$ cat src/rtl/periodic_trigger_scheduler.sv
// rtl/periodic_trigger_scheduler.sv - two-channel periodic trigger generator with arbitrated output
//
// Purpose: each channel fires every periodN cycles across a run window. Fires are queued
// as pending bits and offered one at a time on a valid/ready port. Accepted triggers are
// counted per channel. A fire that arrives while its channel is still owed is dropped and
// flagged in a sticky overrun bit.
//
// Ports:
//   clk, rst_n             clock, asynchronous active-low reset
//   start                  pulse; begins a run from IDLE or DONE (ignored in RUN)
//   period0, period1       channel intervals, 0 disables the channel (sampled on start)
//   window                 run length in cycles (sampled on start)
//   trig_valid, trig_id    registered trigger offer and its channel
//   trig_ready             sink accept
//   busy, done             RUN / DONE state indicators
//   count0, count1         saturating accepted-trigger counts
//   overrun                sticky per-channel dropped-fire flags
module periodic_trigger_scheduler #(
    parameter int CNT_W = 16,
    parameter int WIN_W = 32
) (
    input  logic             clk,
    input  logic             rst_n,
    input  logic             start,
    input  logic [CNT_W-1:0] period0,
    input  logic [CNT_W-1:0] period1,
    input  logic [WIN_W-1:0] window,
    output logic             trig_valid,
    output logic             trig_id,
    input  logic             trig_ready,
    output logic             busy,
    output logic             done,
    output logic [CNT_W-1:0] count0,
    output logic [CNT_W-1:0] count1,
    output logic [1:0]       overrun
);

    localparam logic [1:0] S_IDLE = 2'd0;
    localparam logic [1:0] S_RUN  = 2'd1;
    localparam logic [1:0] S_DONE = 2'd2;

    localparam logic [CNT_W-1:0] CNT_ONE = 1;
    localparam logic [WIN_W-1:0] WIN_ONE = 1;

    logic [1:0]       state_q, state_d;
    logic [WIN_W-1:0] win_q, win_d;       // RUN cycles remaining after the current one
    logic [CNT_W-1:0] per0_q, per0_d, per1_q, per1_d;
    logic [CNT_W-1:0] ph0_q, ph0_d, ph1_q, ph1_d;
    logic [1:0]       pend_q, pend_d;
    logic             valid_q, valid_d;
    logic             id_q, id_d;
    logic             rr_q, rr_d;         // channel preferred when both are pending
    logic [CNT_W-1:0] cnt0_q, cnt0_d, cnt1_q, cnt1_d;
    logic [1:0]       ovr_q, ovr_d;

    logic             xfer;
    logic [1:0]       fire, owed, avail;
    logic             grant;

    always_comb begin
        xfer    = valid_q & trig_ready;
        fire[0] = (per0_q != '0) && (ph0_q == '0);
        fire[1] = (per1_q != '0) && (ph1_q == '0);
        // A channel still sitting untransferred in the offer register counts as owed.
        owed[0] = pend_q[0] | (valid_q & ~id_q & ~xfer);
        owed[1] = pend_q[1] | (valid_q &  id_q & ~xfer);
        // Same-cycle fires are eligible for the offer so latency is one cycle.
        avail   = pend_q | (fire & ~owed);
        grant   = (avail == 2'b11) ? rr_q : avail[1];

        state_d = state_q;
        win_d   = win_q;
        per0_d  = per0_q;
        per1_d  = per1_q;
        ph0_d   = ph0_q;
        ph1_d   = ph1_q;
        pend_d  = pend_q;
        valid_d = valid_q;
        id_d    = id_q;
        rr_d    = rr_q;
        cnt0_d  = cnt0_q;
        cnt1_d  = cnt1_q;
        ovr_d   = ovr_q;

        case (state_q)
            S_RUN: begin
                if (fire[0])              ph0_d = per0_q - CNT_ONE;
                else if (per0_q != '0)    ph0_d = ph0_q - CNT_ONE;
                if (fire[1])              ph1_d = per1_q - CNT_ONE;
                else if (per1_q != '0)    ph1_d = ph1_q - CNT_ONE;

                ovr_d = ovr_q | (fire & owed);

                if (xfer) begin
                    if (!id_q && cnt0_q != '1) cnt0_d = cnt0_q + CNT_ONE;
                    if ( id_q && cnt1_q != '1) cnt1_d = cnt1_q + CNT_ONE;
                end

                if (win_q == '0) begin
                    state_d = S_DONE;
                    valid_d = 1'b0;
                    pend_d  = 2'b00;
                end else begin
                    win_d  = win_q - WIN_ONE;
                    pend_d = avail;
                    if (!valid_q || xfer) begin
                        if (avail != 2'b00) begin
                            valid_d = 1'b1;
                            id_d    = grant;
                            pend_d  = avail & (grant ? 2'b01 : 2'b10);
                            rr_d    = ~grant;
                        end else begin
                            valid_d = 1'b0;
                        end
                    end
                end
            end
            default: begin
                if (start) begin
                    cnt0_d  = '0;
                    cnt1_d  = '0;
                    ovr_d   = 2'b00;
                    pend_d  = 2'b00;
                    valid_d = 1'b0;
                    id_d    = 1'b0;
                    rr_d    = 1'b0;
                    per0_d  = period0;
                    per1_d  = period1;
                    ph0_d   = '0;
                    ph1_d   = '0;
                    if (window != '0) begin
                        state_d = S_RUN;
                        win_d   = window - WIN_ONE;
                    end else begin
                        state_d = S_DONE;
                    end
                end
            end
        endcase
    end

    always_ff @(posedge clk or negedge rst_n) begin
        if (!rst_n) begin
            state_q <= S_IDLE;
            win_q   <= '0;
            per0_q  <= '0;
            per1_q  <= '0;
            ph0_q   <= '0;
            ph1_q   <= '0;
            pend_q  <= 2'b00;
            valid_q <= 1'b0;
            id_q    <= 1'b0;
            rr_q    <= 1'b0;
            cnt0_q  <= '0;
            cnt1_q  <= '0;
            ovr_q   <= 2'b00;
        end else begin
            state_q <= state_d;
            win_q   <= win_d;
            per0_q  <= per0_d;
            per1_q  <= per1_d;
            ph0_q   <= ph0_d;
            ph1_q   <= ph1_d;
            pend_q  <= pend_d;
            valid_q <= valid_d;
            id_q    <= id_d;
            rr_q    <= rr_d;
            cnt0_q  <= cnt0_d;
            cnt1_q  <= cnt1_d;
            ovr_q   <= ovr_d;
        end
    end

    assign trig_valid = valid_q;
    assign trig_id    = id_q;
    assign busy       = (state_q == S_RUN);
    assign done       = (state_q == S_DONE);
    assign count0     = cnt0_q;
    assign count1     = cnt1_q;
    assign overrun    = ovr_q;

endmodule

$ cat config.mk
export PLATFORM = sky130hd
export DESIGN_NAME = periodic_trigger_scheduler
export DESIGN_NICKNAME = d
export VERILOG_FILES = /design/src/rtl/periodic_trigger_scheduler.sv
export SDC_FILE = /design/constraint.sdc
export NUM_CORES = 1
export LEC_CHECK = 0
export ABC_AREA = 1
export CAP_MARGIN = 30
export CORE_ASPECT_RATIO = 0.9
export CORE_MARGIN = 5
export CORE_UTILIZATION = 57
export DETAILED_ROUTE_END_ITERATION = 6
export PLACE_DENSITY = 0.82
export SLEW_MARGIN = 25
export SYNTH_ARGS = -nofsm -noshare
export SYNTH_HDL_FRONTEND = slang
export SYNTH_SLANG_ARGS = --single-unit
export TNS_END_PERCENT = 5
$ cat constraint.sdc
create_clock -name clk -period 2.5 [get_ports clk]
set_input_delay 0.5 -clock clk [delete_from_list [all_inputs] [get_ports clk]]
set_output_delay 0.5 -clock clk [all_outputs]
set_load 0.05 [all_outputs]
* Yosys cells after proc, flatten, opt, wreduce, memory -nomap -nowiden
Index checks and enable logic that the tools add are counted.
Widths: inputs -> output; s select.
** Storage, ports and cells
- Word-level logic and storage cells :: 120
- Bits in registers :: 137
- Output and inout port bits :: 38
- Input port bits :: 68
** Operators by class
- Add/sub/neg operators :: 8
- Reduce and logical (&&, ||, !) cells :: 25
- Equal/unequal tests :: 15
- Bitwise logic cells :: 17
- Multiplexer cells :: 42
** Operator list (count)
- $mux 16 :: 13
- $mux 32 :: 4
- $sub 16x1->16 const B :: 4
- $sub 32x1->32 const B :: 2
- $add 16x1->16 const B :: 2
- $logic_not 16->1 :: 2
- $logic_not 32->1 :: 1
- $ne 16x16->1 const B :: 2
- $reduce_bool 16->1 :: 2
- $reduce_bool 32->1 :: 1
- $mux 2 :: 11
- $mux 1 :: 14
- $ne 2x1->1 const B :: 6
- $reduce_and 2->1 :: 5
- $ne 3x1->1 const B :: 3
- $reduce_and 3->1 :: 3
- $and 2x2->2 :: 3
- $reduce_bool 2->1 :: 3
- $and 1x1->1 :: 5
- $eq 2x2->1 const B :: 2
- $logic_and 1x1->1 :: 4
- $not 1->1 :: 4
- $or 2x2->2 :: 2
- $reduce_and 4->1 :: 1
- 6 further kinds :: 8

* Depth between registers and ports, before layout
Gate-level depths: netlist of the first run.
- Depth after elaboration :: 15
- Depth in mapped cells :: 16

* Worst setup path after synthesis of the first run
Ideal clock, no wire load.
- Kind :: reg-to-reg
- From :: reg cnt1_q[0], in the netlist count1[0]
- To :: reg cnt1_q[15], in the netlist count1[15]
- Stages on the path, launching flop included :: 14
- Data required time :: 2.377 ns
- Setup slack :: 0.249 ns
- Arrival time :: 2.128 ns
- Setup time :: 0.123 ns
- Cell sequence :: dfrtp_1 ha_1 nand2_1 inv_1 nand2_1 nor2_1 nand2_1 o211ai_1 nand2_1 buf_4 nand2_1 nor2_1 o21ai_0 nor2_1
** On the way
- Word-level cells in the longest chain between the ends :: 4
- Elaborated cells on any way between the ends :: 8
- Those cells by class :: add/sub: 1; eq/ne: 2; mux: 3; reduce/logical: 2
** Ends and longest elaborated chain
- start: declaration :: line 53 : logic [CNT_W-1:0] cnt0_q, cnt0_d, cnt1_q, cnt1_d;
- start signal: assignment :: line 169 : cnt1_q <= cnt1_d;
- $add 16x1->16 or $ne 16x16->1 (tied branches) :: line 96 : if ( id_q && cnt1_q != '1) cnt1_d = cnt1_q + CNT_ONE;
- $mux 16 or $logic_and 1x1->1 (tied branches) :: line 96
- $mux 16 or $ne 2x1->1 (tied branches)
- $mux 16 or $reduce_and 3->1 (tied branches)
Several ways; a longest one is shown, not always the timed one. The select of a mux whose other input is x is not followed.
A chain may end at the register's enable or synchronous reset.

* Final worst setup path of the first run
- From :: reg state_q[0]
- To :: out done
** On the way
- Word-level cells in the longest chain between the ends :: 1
** Ends and longest elaborated chain
- start: declaration :: line 45 : logic [1:0] state_q, state_d;
- start signal: assignment :: line 158 : state_q <= state_d;
- $eq 2x2->1 :: line 177 : assign done = (state_q == S_DONE);
- end: declaration :: line 32 : output logic done,
Every way passes these cells.

==> metrics.txt, run 1 <==
crit path from state_q[0]$_DFFE_PN0P_; drc violations 0; post-DP HPWL 16600 µm; filler instances 1196; Starting Density 58.16%; Die X-Extent 139.4 µm; final cycle utilization of the critical path 97.81%; initial antenna violation count 0; GRT overflow 0; Async SR Flop Fraction 100.0%; first-pass GRT wire length 38600 µm; Tot Pwr 12.00 mW; clock root buffer master clkbuf_16; largest net degree at the start of global routing 59; Layout Skew 0.009733 ns; Slew @ Worst Pin 0.5765 ns; EDFF count, synth 0; status finished, final reports clean; total wire length 22860 µm; Slew Limit Fails 0; Seq/Total Area, Yosys 39.92%; post-synthesis register bit count 137; Mapped Area 0.008588 mm²; H-tree depth 4; Final ANT Viol Nets 0; router iterations before antenna repair 5; max cap viols 0; vias in the first global route 8032; Hold Vio Cnt, Final 0; CTS tree done; Vias/cell 5.370; fin crit period 2.445 ns; WS Path Type reg -> out; CTS max path bufs 2; Worst R2R End ph1_q[12]$_DFFE_PN0P_; Reg-to-Reg Start ph1_q[4]$_DFFE_PN0P_; Req. time, crit path 2.00 ns; Setup crit start kind flip-flop; Core Util, Final 71.56%; Initial DRC Count 728; port buffer count 105; CP Data Arrival Time 1.95 ns; Reg2Reg Depth 13; Synth Instances 1227; die area 0.01763 mm²; leakage 5.097 nW; post-synthesis cell type count 48; area grow syn2layout 23.05%; Max Freq 409.0 MHz; CTS sink cnt 137; gr usage total 26.30%; worst reg-to-reg setup slack 0.15 ns; WL/cell 14.62 µm; core area 0.01477 mm²; CTS buffer count 17; die height 126.5 µm; max_slew headroom 61.57%; final setup TNS 0 ns; Crit. End Element output pin; RSZ-0062 raised after global routing true; syn_area_per_cell 6.999 µm²; CP Max Fanout 3; pwr dens 1135 mW/mm²; maximum vdd drop 0.9145 mV; gp weighted congestion 0.9057; critical path capture point done; Final setup violation count 0; Synth Flop Type dfrtp_1; via count 8398; net count after synthesis 1300; Core Rows 42; antenna cells 0; I/O Pins 106; Clock Latency Late Sink 0.43 ns; clock transition at the registers of the reported paths 0.06 ns; layout cell share with drive strength beyond 1 10.03%; Ys Warns 0; Hold Path Class in -> async; fin nets 1427
[kinds of logic after synthesis]
| kind of cell | Yosys count | synth area share [%] |
|---|---|---|
| AO/OA/AOI/OAI | 147 | 10.69 |
| adder cells (fa/ha/maj) | 5 | 0.7284 |
| flip-flops | 137 | 39.92 |
| AND/OR/NAND/NOR | 721 | 36.26 |
| XOR/XNOR | 33 | 3.365 |
| buffers and inverters | 184 | 9.032 |
[worst min-delay path by stage]
stage          slack (ns)  cells past startpoint                   from                     to
5_1_grt              0.08                      1                  rst_n  count0[8]$_DFFE_PN0P_
6_report             0.04                      1                  rst_n  count0[8]$_DFFE_PN0P_
4_1_cts              0.06                      1                  rst_n  count0[8]$_DFFE_PN0P_
3_5_place_dp         0.47                      2   ph1_q[9]$_DFFE_PN0P_   ph1_q[9]$_DFFE_PN0P_
3_3_place_gp         0.46                      2  ph0_q[11]$_DFFE_PN0P_  ph0_q[11]$_DFFE_PN0P_
2_1_floorplan        0.20                      0                  rst_n  count0[0]$_DFFE_PN0P_
[sequential cells by signal (all words and copies together), names as in the netlist]
| name | flops |
|---|---|
| win_q | 32 |
| count0 | 16 |
| trig_valid | 1 |
| ph1_q | 16 |
| per1_q | 16 |
| per0_q | 16 |
| overrun | 2 |
| count1 | 16 |
| pend_q | 2 |
| state_q | 2 |
| ph0_q | 16 |
| trig_id | 1 |
| rr_q | 1 |
[layout by cell type (no fill, tap or decap), types with 20 or more instances in the layout]
| master | n |
|---|---|
| nand2_1 | 379 |
| nor2_1 | 151 |
| inv_1 | 143 |
| dfrtp_1 | 137 |
| clkdlybuf4s50_1 | 103 |
| nand3_1 | 92 |
| o21ai_0 | 39 |
| buf_4 | 31 |
| a21oi_1 | 29 |
| xor2_1 | 26 |
| nor4_1 | 20 |
| nand4_1 | 20 |
[synth_stat cells, types with 15 or more instances]
library cell	number	area, µm²
nand2_1	381	1430
nor2_1	152	570.6
inv_1	143	536.8
dfrtp_1	137	3428
nand3_1	92	460.4
o21ai_0	39	195.2
a21oi_1	29	145.1
xor2_1	26	227.7
nand4_1	20	125.1
nor4_1	20	125.1
o21ai_2	18	157.7
o21ai_1	17	85.08
o22ai_1	15	93.84
[power breakdown]
part / switching [mW] / internal (mW)
clock: 1.05 / 1.28
sequential: 0.593 / 2.96
combinational: 4.02 / 2.09
[routing by layer]
| metal | vias up | track usage [%] | share of wire [%] |
|---|---|---|---|
| li1 | 4197 | - | - |
| met1 | 3918 | 36.05 | 46 |
| met2 | 251 | 43.60 | 47 |
| met3 | 32 | 4.855 | 5.9 |
| met4 | 0 | 6.387 | 1.1 |
| met5 | - | 0 | 0 |
[worst max-delay path: stages, from the launching register on]
cell and delay [ns]:
dfrtp_1 0.41, nor2_1 0.24, clkdlybuf4s50_1 0.86
[cell type report]
type,count,area [µm²],share of cell area (%)
Inverter,152,575.6,5.446
Tap cell,198,247.7,2.344
Clock buffer,17,425.4,4.026
Multi-Input combinational cell,906,4399,41.63
Sequential cell,137,3428,32.44
Timing Repair Buffer,140,1375,13.01
Clock inverter,14,116.4,1.101
[what timing repair did]
item                                    4_1_cts  5_1_grt
resized for setup                             0        5
endpoints found under the setup margin        0       24
buffers inserted                              0        0
hold buffers                                  0        0
[metrics by stage]
step / setup WS (ns) / hold slack (ns) / cell area (µm²) / std cells
global route: -0.01591 / 0.07735 / 10570 / 1564
global placement: 0.1443 / 0.4629 / 10010 / 1533
CTS: 0.08594 / 0.05732 / 10550 / 1564
finish: 0.05476 / 0.04316 / 10570 / 1564
floorplan: 0.2493 / 0.2044 / 8588 / 1227
detailed placement: 0.1294 / 0.4655 / 10010 / 1533
Power figures use the tool's default switching activity.
==> run 2: changes to the inputs <==
--- a/config.mk
+++ b/config.mk
@@ -11,8 +11,7 @@
 export CORE_MARGIN = 5
 export CORE_UTILIZATION = 57
 export DETAILED_ROUTE_END_ITERATION = 6
-export PLACE_DENSITY = 0.82
-export SLEW_MARGIN = 25
+export PLACE_DENSITY_LB_ADDON = 0.08
 export SYNTH_ARGS = -nofsm -noshare
 export SYNTH_HDL_FRONTEND = slang
 export SYNTH_SLANG_ARGS = --single-unit
==> run 2 against run 1 <==
Power rose by 3.0%. Cell area grew 0.72%. Worst setup slack better by 0.033 ns.
==> metrics.txt, run 2 (synthesized netlist as in run 1, its figures left out) <==
clock transition at the registers of the reported paths 0.06 ns (about the same); Layout Skew 0.006804 ns (-0.002928 ns); router iterations before antenna repair 5 (unchanged); Largest Register win_q; post-cts sizing count 0 (unchanged); CTS sink cnt 137 (unchanged); port buffer count 105 (unchanged); Final Non-Filler Cells 1563 (-0.064%); status finished, final reports clean; gp weighted congestion 0.9500 (+4.9%); WS Path Type reg -> out; clock root buffer master clkbuf_16; CP Max Fanout 3 (unchanged); die area 0.01763 mm² (unchanged); slowest stage delay, CP 0.85 ns (about the same); antenna cells 0 (unchanged); Crit. End Element output pin; Reg2Reg Depth 13 (unchanged); CTS buffer count 17 (unchanged); Final ANT Viol Nets 0 (unchanged); first-pass GRT wire length 37040 µm (-4.0%); Final Instance Area 0.01064 mm² (+0.72%); total wire length 22090 µm (-3.4%); Core Rows 42 (unchanged); Reg-to-Reg Start ph1_q[4]$_DFFE_PN0P_; fin crit period 2.412 ns (-0.03297 ns); Largest register FFs 32 (unchanged); I/O Pins 106 (unchanged); RSZ-0062 raised after global routing true; Worst R2R End ph1_q[14]$_DFFE_PN0P_; Met1 Wirelength 10300 µm (-2.0%); gr usage total 25.25% (-1.0 points); Slew @ Worst Pin 0.6360 ns (+0.05953 ns); pwr dens 1160 mW/mm² (+2.2%); Hold Buf Count CTS 0 (unchanged); Initial DRC Count 597 (-18%); via count 8359 (-0.46%); Core Util, Final 72.08% (+0.52 points); layout cell share with drive strength beyond 1 9.744% (-0.29 points); max_slew headroom 57.60% (-4.0 points); Clock Latency Late Sink 0.42 ns (about the same); fin nets 1425 (-0.14%); GRT overflow 0 (unchanged); Max Used Layer met4; final cycle utilization of the critical path 96.49% (-1.3 points); post-DP HPWL 16260 µm (-2.1%); Setup crit start kind flip-flop; Hold Vio Cnt, Final 0 (unchanged); met2 WL 10140 µm (-5.6%); drc violations 0 (unchanged); Hold WS 0.08071 ns (+0.03755 ns); max cap viols 0 (unchanged); Crit path max-delay family buffers and inverters; dpl cells 1531 (-0.13%); core area 0.01477 mm² (unchanged); area grow syn2layout 23.94%; initial antenna violation count 0 (unchanged); most common cell after layout, fill and taps aside nand2_1; met3 WL 1360 µm (+1.1%); Req. time, crit path 2.00 ns (about the same); vias in the first global route 7857 (-2.2%); Hold Path Class in -> async; most frequent cells in the layout 381 x nand2_1, 151 x nor2_1, 143 x inv_1, 137 x dfrtp_1, 103 x clkdlybuf4s50_1; Slew Limit Fails 0 (unchanged); CP Data Arrival Time 1.91 ns (-0.04 ns); Final setup violation count 0 (unchanged); CTS tree done; worst reg-to-reg setup slack 0.16 ns (about the same); Setup Buffers After CTS 0 (unchanged); die height 126.5 µm (unchanged); CTS max path bufs 2 (unchanged); CP cell instances nor2_1 -> clkdlybuf4s50_1; largest net degree at the start of global routing 65 (+10%); placed cell areas 0.009981 mm² (-0.27%); H-tree depth 4 (unchanged); Vias/cell 5.348 (-0.40%); Starting Density 58.16% (unchanged); maximum vdd drop 0.8337 mV (-8.8%); leakage 5.131 nW (+0.67%); Buf/Inv on CP 1 (unchanged); slowest stage cell, crit path clkdlybuf4s50_1; Max Freq 414.5 MHz (+1.4%); Die X-Extent 139.4 µm (unchanged); WL/cell 14.13 µm (-3.3%)
## run 2: metrics by stage
stage	setup slack [ns]	TNS (ns)	power, mW
after floorplan	0.2493	0	7.937
after global placement	0.1381	0	9.332
after detailed placement	0.1325	0	9.461
after CTS	0.09302	0	12.30
after global routing	-0.05700	-0.1342	13.34
final	0.08773	0	12.35
## run 2: report_power, final
part | internal (mW) | leakage [nW] | switching [mW]
Clock | 1.78 | 0.305 | 0.980
Sequential | 2.96 | 1.75 | 0.597
Combinational | 2.04 | 3.08 | 4.00
Total | 6.78 | 5.13 | 5.57
## run 2: per-layer routing
metal  vias up  global-route usage, %
met1      3893                  35.45
met2       245                  40.53
met4         0                  6.444
met5         -                      0
met3        27                  4.930
li1       4194                      -
## run 2: worst max-delay path by stage
stage / slack (ns) / from / to / cells after the start
after floorplan: 0.25 / count1[0]$_DFFE_PN0P_ / count1[15]$_DFFE_PN0P_ / 13
after global placement: 0.14 / window[15] / win_q[29]$_DFFE_PN0P_ / 9
after detailed placement: 0.13 / window[9] / win_q[27]$_DFFE_PN0P_ / 11
after CTS: 0.09 / count0[0]$_DFFE_PN0P_ / count0[3]$_DFFE_PN0P_ / 10
after global routing: -0.06 / ph1_q[12]$_DFFE_PN0P_ / ph1_q[14]$_DFFE_PN0P_ / 14
final: 0.09 / state_q[0]$_DFFE_PN0P_ / done / 2
## run 2: cell type report
class                           count  area, µm²
Multi-Input combinational cell    906       4399
Clock buffer                       22      484.2
Fill cell                        1221       4123
Inverter                          152      573.1
Clock inverter                     10      163.9
Tap cell                          198      247.7
Timing Repair Buffer              138       1348
Sequential cell                   137       3428
==> run 3: changes to the inputs <==
--- a/config.mk
+++ b/config.mk
@@ -12,6 +12,7 @@
 export CORE_UTILIZATION = 57
 export DETAILED_ROUTE_END_ITERATION = 6
 export PLACE_DENSITY_LB_ADDON = 0.08
+export SETUP_SLACK_MARGIN = 0.15
 export SYNTH_ARGS = -nofsm -noshare
 export SYNTH_HDL_FRONTEND = slang
 export SYNTH_SLANG_ARGS = --single-unit
==> run 3 against run 2 <==
Die area is the same. Worst setup slack gained 0.13 ns. First-iteration DRC count grew 14%. Final cell count grew 0.19%. Count of clock-buffer cells in the layout is the same. Clock skew is essentially flat.
==> metrics.txt, run 3 (synthesized netlist as in run 1, its figures left out) <==
largest net degree at the start of global routing 65 (unchanged); drc violations 0 (unchanged); Setup crit start kind flip-flop; Crit path max-delay family buffers and inverters; CP Max Fanout 6 (+3); final cycle utilization of the critical path 91.25% (-5.2 points); area grow syn2layout 24.55%; maximum vdd drop 0.8591 mV (+3.1%); WS Path Type reg -> out; Slew Limit Fails 0 (unchanged); Largest register FFs 32 (unchanged); post-DP HPWL 16260 µm (unchanged); WL/cell 14.21 µm (+0.55%); Layout Skew 0.007292 ns (+0.0004872 ns); clock root buffer master clkbuf_16; GRT overflow 0 (unchanged); Final ANT Viol Nets 0 (unchanged); Final Non-Filler Cells 1566 (+0.19%); Initial DRC Count 683 (+14%); Vias/cell 5.368 (+0.37%); CTS buffer count 17 (unchanged); Multi-input gate area 0.004423 mm² (+0.54%); CTS sink cnt 137 (unchanged); H-tree depth 4 (unchanged); most frequent cells in the layout 381 x nand2_1, 150 x nor2_1, 143 x inv_1, 137 x dfrtp_1, 102 x clkdlybuf4s50_1; RSZ-0062 raised after global routing true; Core Util, Final 72.44% (+0.36 points); Largest Register win_q; vias in the first global route 7863 (+0.076%); Clock Latency Late Sink 0.42 ns (about the same); Buf/Inv on CP 1 (unchanged); CTS max path bufs 2 (unchanged); antenna cells 0 (unchanged); Final setup violation count 0 (unchanged); status finished, final reports clean; port buffer count 105 (unchanged); I/O Pins 106 (unchanged); Max Freq 438.3 MHz (+5.7%); core area 0.01477 mm² (unchanged); layout cell share with drive strength beyond 1 10.31% (+0.56 points); Starting Density 58.16% (unchanged); max_slew headroom 57.18% (-0.42 points); Hold Path Class in -> async; pwr dens 1165 mW/mm² (+0.37%); total wire length 22250 µm (+0.74%); CP Data Arrival Time 1.78 ns (-0.13 ns); die height 126.5 µm (unchanged); slowest stage delay, CP 0.86 ns (about the same); initial antenna violation count 0 (unchanged); Req. time, crit path 2.00 ns (about the same); most common cell after layout, fill and taps aside nand2_1; Core Rows 42 (unchanged); final setup TNS 0 ns (unchanged); dpl cells 1531 (unchanged); clock transition at the registers of the reported paths 0.06 ns (about the same); fin nets 1428 (+0.21%); Die X-Extent 139.4 µm (unchanged); fin crit period 2.281 ns (-0.1309 ns); leakage 5.165 nW (+0.67%); gr usage total 25.27% (about the same); CP cell instances clkdlybuf4s50_1; die area 0.01763 mm² (unchanged); gp weighted congestion 0.9500 (unchanged); router iterations before antenna repair 6 (+1); first-pass GRT wire length 37070 µm (about the same); Slew @ Worst Pin 0.6400 ns (+0.004004 ns); Crit. End Element output pin; slowest stage cell, crit path clkdlybuf4s50_1; max cap viols 0 (unchanged); register area 0.003428 mm² (unchanged); via count 8406 (+0.56%); Hold Buf Count CTS 0 (unchanged); worst reg-to-reg setup slack 0.22 ns (+0.06 ns); filler instances 1217 (-0.33%); CTS tree done; Hold Vio Cnt, Final 0 (unchanged)
[run 3: changes by cell type in the layout (fill, tap and decap cells not counted), sizes merged]
cell / delta
clkdlybuf4s50: -1
buf: +3
dlymetal6s2s: +1
[run 3: final cells by class]
cell class | instances | share of cell area (%)
clock inverters | 10 | 1.532
well taps | 198 | 2.316
inverters | 152 | 5.357
multi-input cells | 906 | 41.35
flip-flops and latches | 137 | 32.05
repair buffers | 141 | 12.87
clock buffers | 22 | 4.527
[run 3: power by group]
part | internal, mW | switching (mW)
clock network | 1.78 | 0.981
logic | 2.09 | 4.05
registers | 2.96 | 0.600
total | 6.83 | 5.63
[run 3: path summary, 6_finish.rpt]
| kind | from | endpoint | cells after the start |
|---|---|---|---|
| worst max-delay path | trig_id$_DFFE_PN0P_ | trig_id | 1 |
| worst min-delay path | rst_n | win_q[10]$_DFFE_PN0P_ | 1 |
| worst max register to register | per1_q[9]$_DFFE_PN0P_ | ph1_q[8]$_DFFE_PN0P_ | 10 |
| worst min register to register | ph0_q[11]$_DFFE_PN0P_ | ph0_q[11]$_DFFE_PN0P_ | 2 |
| max in group asynchronous | rst_n | win_q[25]$_DFFE_PN0P_ | 2 |
| min in group clk | ph0_q[11]$_DFFE_PN0P_ | ph0_q[11]$_DFFE_PN0P_ | 2 |
[run 3: layer usage]
| layer | part of all wire [%] | track usage, % | up-vias |
|---|---|---|---|
| met2 | 46 | 40.48 | 268 |
| met1 | 46 | 35.48 | 3915 |
| li1 | - | - | 4197 |
| met4 | 1.4 | 6.444 | 0 |
| met3 | 6.3 | 5.081 | 26 |
| met5 | 0 | 0 | - |
[run 3: what timing repair did]
| item | CTS | global route |
|---|---|---|
| setup buffers | 0 | 3 |
| gates resized for setup | 1 | 10 |
| setup endpoints to repair | 4 | 43 |
| gates cloned | 0 | 0 |
| pin swaps | 0 | 2 |
[run 3: per-stage QoR]
stage / setup WS, ns / cell area (µm²) / total power [mW] / hold slack [ns]
finish: 0.2187 / 10700 / 12.46 / 0.07565
global route: 0.04829 / 10700 / 13.45 / 0.1214
CTS: 0.09529 / 10640 / 12.31 / 0.08976
detailed placement: 0.1325 / 9981 / 9.461 / 0.4649
global placement: 0.1381 / 9981 / 9.332 / 0.4649
floorplan: 0.2493 / 8588 / 7.937 / 0.2044
